$ cat src/rtl/coin_collect_multi.sv
// Multi-channel coin collector/scorer: bird-vs-coin overlap, one-shot scoring with saturation, Start/Ack game FSM.
// Optional combo bonus is built when COIN_COMBO_EN is defined.
module coin_collect_multi #(
    parameter int NUM_COINS = 4,
    parameter int COORD_W   = 10,
    parameter int SCORE_W   = 10,
    parameter int COIN_H    = 20,
    parameter int COIN_VAL  = 1,
    parameter int COMBO_WIN = 64
) (
    input  logic                           Clk,
    input  logic                           reset,
    input  logic                           Start,
    input  logic                           Ack,
    input  logic [COORD_W-1:0]             Bird_X_L,
    input  logic [COORD_W-1:0]             Bird_X_R,
    input  logic [COORD_W-1:0]             Bird_Y_T,
    input  logic [COORD_W-1:0]             Bird_Y_B,
    input  logic [NUM_COINS*COORD_W-1:0]   Coin_X_L,
    input  logic [NUM_COINS*COORD_W-1:0]   Coin_X_R,
    input  logic [NUM_COINS*COORD_W-1:0]   Coin_Y,
    input  logic [NUM_COINS-1:0]           Coin_Valid,
    input  logic [NUM_COINS-1:0]           Coin_Respawn,
    output logic [NUM_COINS-1:0]           Hit,
    output logic [NUM_COINS-1:0]           Collected,
    output logic [SCORE_W-1:0]             Score,
    output logic                           Score_Pulse,
    output logic                           Score_Sat,
    output logic [2:0]                     Combo,
    output logic [1:0]                     State
);

    typedef enum logic [1:0] {
        S_IDLE = 2'b00,
        S_RUN  = 2'b01,
        S_DONE = 2'b10
    } state_t;

    localparam int                 PW         = $clog2(NUM_COINS + 1);
    localparam int                 SW1        = SCORE_W + 1;
    localparam logic [COORD_W:0]   COIN_H_EXT = COIN_H[COORD_W:0];
    localparam logic [SCORE_W-1:0] SCORE_MAX  = '1;

    state_t                 state_q, state_d;
    logic [NUM_COINS-1:0]   hit_q, coll_q, coll_d;
    logic [SCORE_W-1:0]     score_q, score_d, score_clamp_s;
    logic                   pulse_q, pulse_d, sat_q, sat_d;
    logic [2:0]             combo_q;
    logic [NUM_COINS-1:0]   ov_s, new_s;
    logic [PW-1:0]          pop_s;
    logic [SCORE_W:0]       pts_s, sum_s;
    logic                   run_s, clear_s;

    // Coin bottom edge is formed one bit wider so coins near the max coordinate do not wrap.
    for (genvar g = 0; g < NUM_COINS; g++) begin : g_ov
        logic [COORD_W-1:0] cxl_s, cxr_s, cy_s;
        logic [COORD_W:0]   cyb_s;
        logic               y_ok_s, x_ok_s;
        assign cxl_s  = Coin_X_L[g*COORD_W +: COORD_W];
        assign cxr_s  = Coin_X_R[g*COORD_W +: COORD_W];
        assign cy_s   = Coin_Y[g*COORD_W +: COORD_W];
        assign cyb_s  = {1'b0, cy_s} + COIN_H_EXT;
        assign y_ok_s = ((Bird_Y_B >= cy_s) && ({1'b0, Bird_Y_B} <= cyb_s)) ||
                        ((Bird_Y_T >= cy_s) && ({1'b0, Bird_Y_T} <= cyb_s));
        assign x_ok_s = (Bird_X_R > cxl_s) && (Bird_X_L < cxr_s);
        assign ov_s[g] = Coin_Valid[g] & y_ok_s & x_ok_s;
    end

    assign new_s = ov_s & ~hit_q & ~coll_q & ~Coin_Respawn;
    assign run_s = (state_q == S_RUN);

    // Count coins newly collected this cycle.
    always_comb begin
        pop_s = '0;
        for (int i = 0; i < NUM_COINS; i++) begin
            pop_s = pop_s + PW'(new_s[i]);
        end
    end

    assign pts_s         = SW1'(pop_s) * SW1'(COIN_VAL) + SW1'(combo_q);
    assign sum_s         = {1'b0, score_q} + pts_s;
    assign score_clamp_s = sum_s[SCORE_W] ? SCORE_MAX : sum_s[SCORE_W-1:0];

    // Game FSM next state; entering RUN clears the round.
    always_comb begin
        state_d = state_q;
        clear_s = 1'b0;
        case (state_q)
            S_IDLE: begin
                if (Start) begin
                    state_d = S_RUN;
                    clear_s = 1'b1;
                end else begin
                    state_d = S_IDLE;
                end
            end
            S_RUN: begin
                if (Ack) begin
                    state_d = S_DONE;
                end else begin
                    state_d = S_RUN;
                end
            end
            S_DONE: begin
                if (Start) begin
                    state_d = S_RUN;
                    clear_s = 1'b1;
                end else if (Ack) begin
                    state_d = S_IDLE;
                end else begin
                    state_d = S_DONE;
                end
            end
            default: begin
                state_d = S_IDLE;
            end
        endcase
    end

    // Score/collected next state; respawn wins over a same-cycle collection.
    always_comb begin
        score_d = score_q;
        coll_d  = coll_q;
        pulse_d = 1'b0;
        sat_d   = sat_q;
        if (clear_s) begin
            score_d = '0;
            coll_d  = '0;
            sat_d   = 1'b0;
        end else begin
            coll_d = (coll_q | (run_s ? new_s : '0)) & ~Coin_Respawn;
            if (run_s && (pop_s != '0)) begin
                score_d = score_clamp_s;
                pulse_d = 1'b1;
                sat_d   = (score_clamp_s == SCORE_MAX);
            end else begin
                score_d = score_q;
                pulse_d = 1'b0;
            end
        end
    end

    // Main state registers.
    always_ff @(posedge Clk) begin
        if (reset) begin
            state_q <= S_IDLE;
            hit_q   <= '0;
            coll_q  <= '0;
            score_q <= '0;
            pulse_q <= 1'b0;
            sat_q   <= 1'b0;
        end else begin
            state_q <= state_d;
            hit_q   <= ov_s;
            coll_q  <= coll_d;
            score_q <= score_d;
            pulse_q <= pulse_d;
            sat_q   <= sat_d;
        end
    end

`ifdef COIN_COMBO_EN
    localparam int TW = $clog2(COMBO_WIN + 1);
    logic [TW-1:0] timer_q, timer_d;
    logic [2:0]    combo_d;

    // Combo timer restarts on every scoring cycle; combo decays when it runs out.
    always_comb begin
        timer_d = timer_q;
        combo_d = combo_q;
        if (clear_s) begin
            timer_d = '0;
            combo_d = 3'd0;
        end else if (run_s && (pop_s != '0)) begin
            timer_d = TW'(COMBO_WIN);
            if (timer_q != '0) begin
                combo_d = (combo_q == 3'd7) ? 3'd7 : combo_q + 3'd1;
            end else begin
                combo_d = 3'd0;
            end
        end else if (timer_q != '0) begin
            timer_d = timer_q - TW'(1);
            combo_d = (timer_q == TW'(1)) ? 3'd0 : combo_q;
        end else begin
            timer_d = '0;
            combo_d = combo_q;
        end
    end

    // Combo registers.
    always_ff @(posedge Clk) begin
        if (reset) begin
            timer_q <= '0;
            combo_q <= 3'd0;
        end else begin
            timer_q <= timer_d;
            combo_q <= combo_d;
        end
    end
`else
    assign combo_q = 3'd0;
`endif

    assign Hit         = hit_q;
    assign Collected   = coll_q;
    assign Score       = score_q;
    assign Score_Pulse = pulse_q;
    assign Score_Sat   = sat_q;
    assign Combo       = combo_q;
    assign State       = state_q;

endmodule

$ cat config.mk
export PLATFORM = sky130hd
export DESIGN_NAME = coin_collect_multi
export DESIGN_NICKNAME = d
export VERILOG_FILES = /design/src/rtl/coin_collect_multi.sv
export SDC_FILE = /design/constraint.sdc
export NUM_CORES = 1
export LEC_CHECK = 0
export BUFFER_PORTS_ARGS = -buffer_cell sky130_fd_sc_hd__buf_2
export CAP_MARGIN = 40
export CELL_PAD_IN_SITES_DETAIL_PLACEMENT = 1
export CELL_PAD_IN_SITES_GLOBAL_PLACEMENT = 1
export CORE_ASPECT_RATIO = 0.75
export CORE_MARGIN = 8
export CORE_UTILIZATION = 43
export CTS_BUF_LIST = sky130_fd_sc_hd__clkbuf_4
export DETAILED_ROUTE_END_ITERATION = 6
export HOLD_SLACK_MARGIN = 0.02
export PLACE_DENSITY_LB_ADDON = 0.1
export SLEW_MARGIN = 20
export SYNTH_ARGS = -nofsm -noshare
export SYNTH_HDL_FRONTEND = slang
export SYNTH_SLANG_ARGS = --single-unit
$ cat constraint.sdc
create_clock -name Clk -period 8.5 [get_ports Clk]
set_input_delay 0.85 -clock Clk [delete_from_list [all_inputs] [get_ports Clk]]
set_output_delay 0.85 -clock Clk [all_outputs]
set_load 0.02 [all_outputs]
# Word level (Yosys, flattened, before mapping)
# Cells that the tools add are included.
[totals]
regBits = 22
latchBits = 0
ram_bits = 0
rom_bits = 0
inputBits = 172
output_inout_bits = 25
elab_cells = 88
memories = 0
[classes]
n_addsub = 8
mul = 0
div_mod_pow = 0
n_lt_le_gt_ge = 24
n_eq_ne = 3
shift = 0
muxes = 10
n_bitwise = 16
reduce_logical = 21
[op_table]
columns = ["operator", "n"]
rows = [
  ["less-or-equal comparator 10 x 11 -> 1 bit", 8],
  ["greater-or-equal comparator 10 bit", 8],
  ["adder 10 x 5 -> 11 bit (second input constant)", 4],
  ["greater-than comparator 10 bit", 4],
  ["less-than comparator 10 bit", 4],
  ["bitwise AND 4 bit", 4],
  ["logical AND 1 bit", 13],
  ["inverter 4 bit", 3],
  ["adder 10 x 3 -> 11 bit", 1],
  ["== test 10 bit (second input constant)", 1],
  ["two-way mux 10 bit", 1],
  ["bitwise AND 1 bit", 8],
  ["two-way mux 2 bit", 3],
  ["case mux 2 bit (3 select lines)", 1],
  ["logical OR 1 bit", 4],
  ["two-way mux 1 bit", 4],
  ["two-way mux 4 bit", 1],
  ["OR 4 bit", 1],
  ["OR reduction 2 bit", 2],
  ["adder 2 x 1 -> 3 bit", 1],
  ["adder 3 x 1 -> 3 bit", 1],
  ["nonzero test 3 bit", 1],
  ["adder 1 x 1 -> 2 bit", 1],
  ["== test 2 x 1 -> 1 bit (second input constant)", 1],
  ["other kinds (2)", 2],
]

# Logic depth before layout (Yosys ltp)
[logic_depth]
word_depth = 15
mapped_depth = 25
depth_no_buf = 24

# Worst setup path before layout
# OpenSTA, ideal clock, no wires.
[synth_timing]
path_kind = "input -> register"
startpoint = "input port Coin_Y[2]"
endpoint = "register score_q[3], in the netlist Score[3]"
setup_ns = 0.086
t_arrival_ns = 5.645
t_required_ns = 8.414
setup_slack_ns = 2.769
path_stages = 24
n_path_buf = 1
path_cell_list = "ha_1 > o21ai_0 > xnor2_1 > ha_1 > nand4_1 > or3_1 > nor3b_1 > a32oi_1 > a31o_1 > a21oi_1 > or3b_1 > fa_1 > inv_1 > ha_1 > ha_1 > inv_1 > fa_1 > nor2b_1 > o21ai_1 > or3_1 > clkbuf_1 > a21oi_1 > nor2_1 > a211oi_1"
[synth_via]
elab_chain_cells = 14
word_cells_on_any_way = 20
cone_classes = "5 x add/sub; 4 x order compare; 1 x mux; 5 x bitwise; 5 x reduce/logical"
[synth_rtl]
columns = ["element", "line", "text"]
rows = [
  ["start, declared", "21", "input logic [NUM_COINS*COORD_W-1:0] Coin_Y,"],
  ["adder 10 x 5 -> 11 bit", "62", "assign cyb_s = {1'b0, cy_s} + COIN_H_EXT;"],
  ["less-or-equal comparator 10 x 11 -> 1 bit, on equally long branches", "63, 64", ""],
  ["logical AND 1 bit, on equally long branches", "63, 64", ""],
  ["logical OR 1 bit (*)", "63", "assign y_ok_s = ((Bird_Y_B >= cy_s) && ({1'b0, Bird_Y_B} <= cyb_s)) ||"],
  ["bitwise AND 1 bit (*) (2 in a row)", "66", "assign ov_s[g] = Coin_Valid[g] & y_ok_s & x_ok_s;"],
  ["bitwise AND 4 bit (*) (3 in a row)", "69", "assign new_s = ov_s & ~hit_q & ~coll_q & ~Coin_Respawn;"],
  ["adder 1 x 1 -> 2 bit (*)", "76", "pop_s = pop_s + PW'(new_s[i]);"],
  ["adder 2 x 1 -> 3 bit (*)", "76", ""],
  ["adder 3 x 1 -> 3 bit (*)", "76", ""],
  ["adder 10 x 3 -> 11 bit or nonzero test 3 bit (tied branches)", "81, 132", ""],
  ["two-way mux 10 bit or logical AND 1 bit (tied branches)", "82, 132", ""],
  ["end signal, assigned", "156", "score_q <= score_d;"],
  ["end, declared", "46", "logic [SCORE_W-1:0] score_q, score_d, score_clamp_s;"],
]
# Every way passes the cells marked *; elsewhere a longest branch is shown, timed or not.
# A chain may end at the register's enable or synchronous reset.

# Worst setup path in the final report
# Same ends and word-level chain as after synthesis.

==> flow_metrics.tcl <==
set metrics [dict create \
    cp_cell_sequence "buf_2, ha_1, o21ai_0, xnor2_1, ha_1, nand4_1, or3_1, nor3b_1, a32oi_1, a31o_1, a21oi_1, or3b_1, fa_1, inv_1, ha_1, ha_1, inv_1, fa_1, nor2b_1, o21ai_1, or3_1, a21oi_1, nor2_1, a211oi_1" \
    synthFlopType "dfxtp_1" \
    rr_worst_depth 14 \
    rsz0062_at_grt "false" \
    ys_types 71 \
    muxShareOfSynthArea 0.00588 \
    tns_ps 0 \
    grt_use_total 0.231 \
    root_buffer "clkbuf_4" \
    synth-compound-area-share 0.248 \
    cpMaxStageDelayCell "fa_1" \
    final_layout_size_suffix_gt1_frac 0.197 \
    avgViaCountPerCell 5.56 \
    drt_first_pass_iters 4 \
    synth_cells 915 \
    syn_area_um2 7030 \
    hpwlAfterDp_um 21300 \
    drc_errors 0 \
    post_cts_buffers 0 \
    multi_input_area_um2 6000 \
    final_nets 1495 \
    h-tree-depth 1 \
    synth-xor-area-share 0.0427 \
    port-buffer-count 193 \
    finalCoreUtilization 0.514 \
    ys_seq_elements 22 \
    clock-sinks 22 \
    fin_area_um2 8240 \
    num_rows 40 \
    hold_buffers 0 \
    max_freq_mhz 171 \
    cts_resized 0 \
    max_cap_viol_count 0 \
    preCtsSetupSlack_ps 2290 \
    hold_depth 2 \
    grt_pass1_vias 7657 \
    area_delta_synth_final_pct 17.2 \
    fin_crit_ps 5860 \
    worstPathArrival_ps 6100 \
    fin_cells 1314 \
    finalPower_uw 567 \
    cp.required_ps 8740 \
    synthSimpleGateAreaFrac 0.162 \
    antenna_found_initial 1 \
    dp_cells 1309 \
    finalCritPeriodShare 0.689 \
    clkTransAtPathRegs_ps 120 \
    cts_tree "done" \
    place_congestion 0.856 \
    crit_cells 24 \
    yosys_warnings 0 \
    worst_pin_slew_ps 802 \
    fin_ws_ps 2640 \
    status "completed" \
    die_area_um2 20700 \
    powerDensity_nw_per_um2 68.9 \
    cellLeakagePower_nw 4.49 \
    layout_common_cells "ha_1, buf_2, inv_1" \
    initial_core_util 0.439 \
    die_x_um 164 \
    grt_first_pass_wirelength_um 39400 \
    critPathKind "input port to flip-flop" \
    layout_commonest_cell "ha_1" \
    via_count 7305 \
    ios 197 \
    hold_ws_ps 461 \
    fill_cells 2109 \
    clk_path_buf_depth 2 \
    async_flop_share 0 \
    synth_top_family_by_area "adder cells" \
    cp-start-kind "input port" \
    cp_num_buf_inv 3 \
    critPathCaptureType "flip-flop" \
    yosysSeqAreaShare 0.0627 \
    clock_latency_ps 320 \
    coreArea_um2 16000 \
    timing.final.hold_violations 0 \
    finalClockSkew_ps 6.55 \
    crit_top_cell "ha_1" \
    grt_max_degree 16 \
    max_stage_delay_ps 510 \
    place_area_um2 8210 \
    synth_edf_count 0 \
    first_iter_violations 332 \
    wl_um 24300 \
    setup_viol 0 \
    wl_per_cell_um 18.5 \
    syn_avg_cell_area_um2 7.68 \
    die_h_um 127 \
    worstHoldPathType "flip-flop to flip-flop" \
    cp_max_fo 9 \
    peakVddDrop_uv 71.1 \
    cts_inserted_buffers 3 \
    cpLargestDelayFamily "adder cells" \
    finalMaxSlewViolations 0 \
    regArea_um2 440 \
    ant_nets 0 \
    synthAdderAreaFrac 0.393 \
    slew_headroom 0.452 \
    grt.overflow.total 0 \
]
==> registers in the layout, indices dropped and copies added, names as in the netlist <==
register     flops
Score           10
Score_Sat        1
State            2
Score_Pulse      1
Hit              4
Collected        4
==> per-layer routing <==
layer | share of wire | GRT usage | vias to the layer above | wire, um
met2 | 0.44 | 0.374 | 171 | 10600
li1 | - | - | 3719 | -
met3 | 0.063 | 0.0268 | 12 | 1520
met1 | 0.49 | 0.329 | 3403 | 12000
met5 | 0 | 0 | - | 0
met4 | 0.0074 | 0.0245 | 0 | 179
==> worst min-delay path, delay by kind of cell (launching register included) <==
kind               cells  cell delay (ps)
and+or+nand+nor        1               50
AOI/OAI and AO/OA      1               50
DFF                    1              330
==> report_power, final <==
| part | internal (mW) | switching, mW | leakage [nW] |
|---|---|---|---|
| clock network | 0.0172 | 0.0328 | 0.0154 |
| registers | 0.105 | 0.00137 | 0.178 |
| logic | 0.178 | 0.234 | 4.30 |
==> path summary, 6_finish.rpt <==
check / from / to / slack (ps)
max: Coin_Y[2] / Score[3] / 2640
min: Score_Sat / Score_Sat / 460
max reg2reg: Hit[0] / Score[3] / 4640
min reg2reg: Score_Sat / Score_Sat / 460
==> cell type report <==
class | instances | share of cell area
Sequential cell | 22 | 0.0535
Inverter | 143 | 0.0652
Tap cell | 210 | 0.0319
Multi-Input combinational cell | 741 | 0.729
Timing Repair Buffer | 193 | 0.117
Clock buffer | 3 | 0.00273
Clock inverter | 1 | 0.000456
Antenna cell | 1 | 0.000304
==> kinds of logic after synthesis <==
family / after synthesis
other: 1
xor gates and xnor gates: 31
muxes: 4
AOI/OAI and AO/OA: 265
and+or+nand+nor: 218
DFF: 22
buffers and inverters: 154
adders and majority gates: 220
==> cells in the mapped netlist, types with 5 or more instances <==
cell type,n,area (um^2)
o211ai_1,12,90.1
a211oi_1,12,90.1
nand3b_1,6,45.0
xnor2_1,18,158
nand4_1,21,131
nand2_1,42,158
o21ai_1,17,85.1
nor2_1,44,165
a2111oi_0,5,43.8
nand4b_1,5,43.8
clkbuf_1,7,26.3
o2111ai_1,5,43.8
a31oi_1,10,62.6
nor3_1,25,125
xor2_1,10,87.6
a21oi_1,75,375
nor2b_1,11,68.8
a21o_1,29,218
dfxtp_1,22,440
o21a_1,9,67.6
o31ai_1,6,45.0
inv_1,140,526
ha_1,217,2720
o21ai_0,38,190
nand2b_1,22,138
nand3_1,18,90.1
Power figures use the tool's default switching activity.
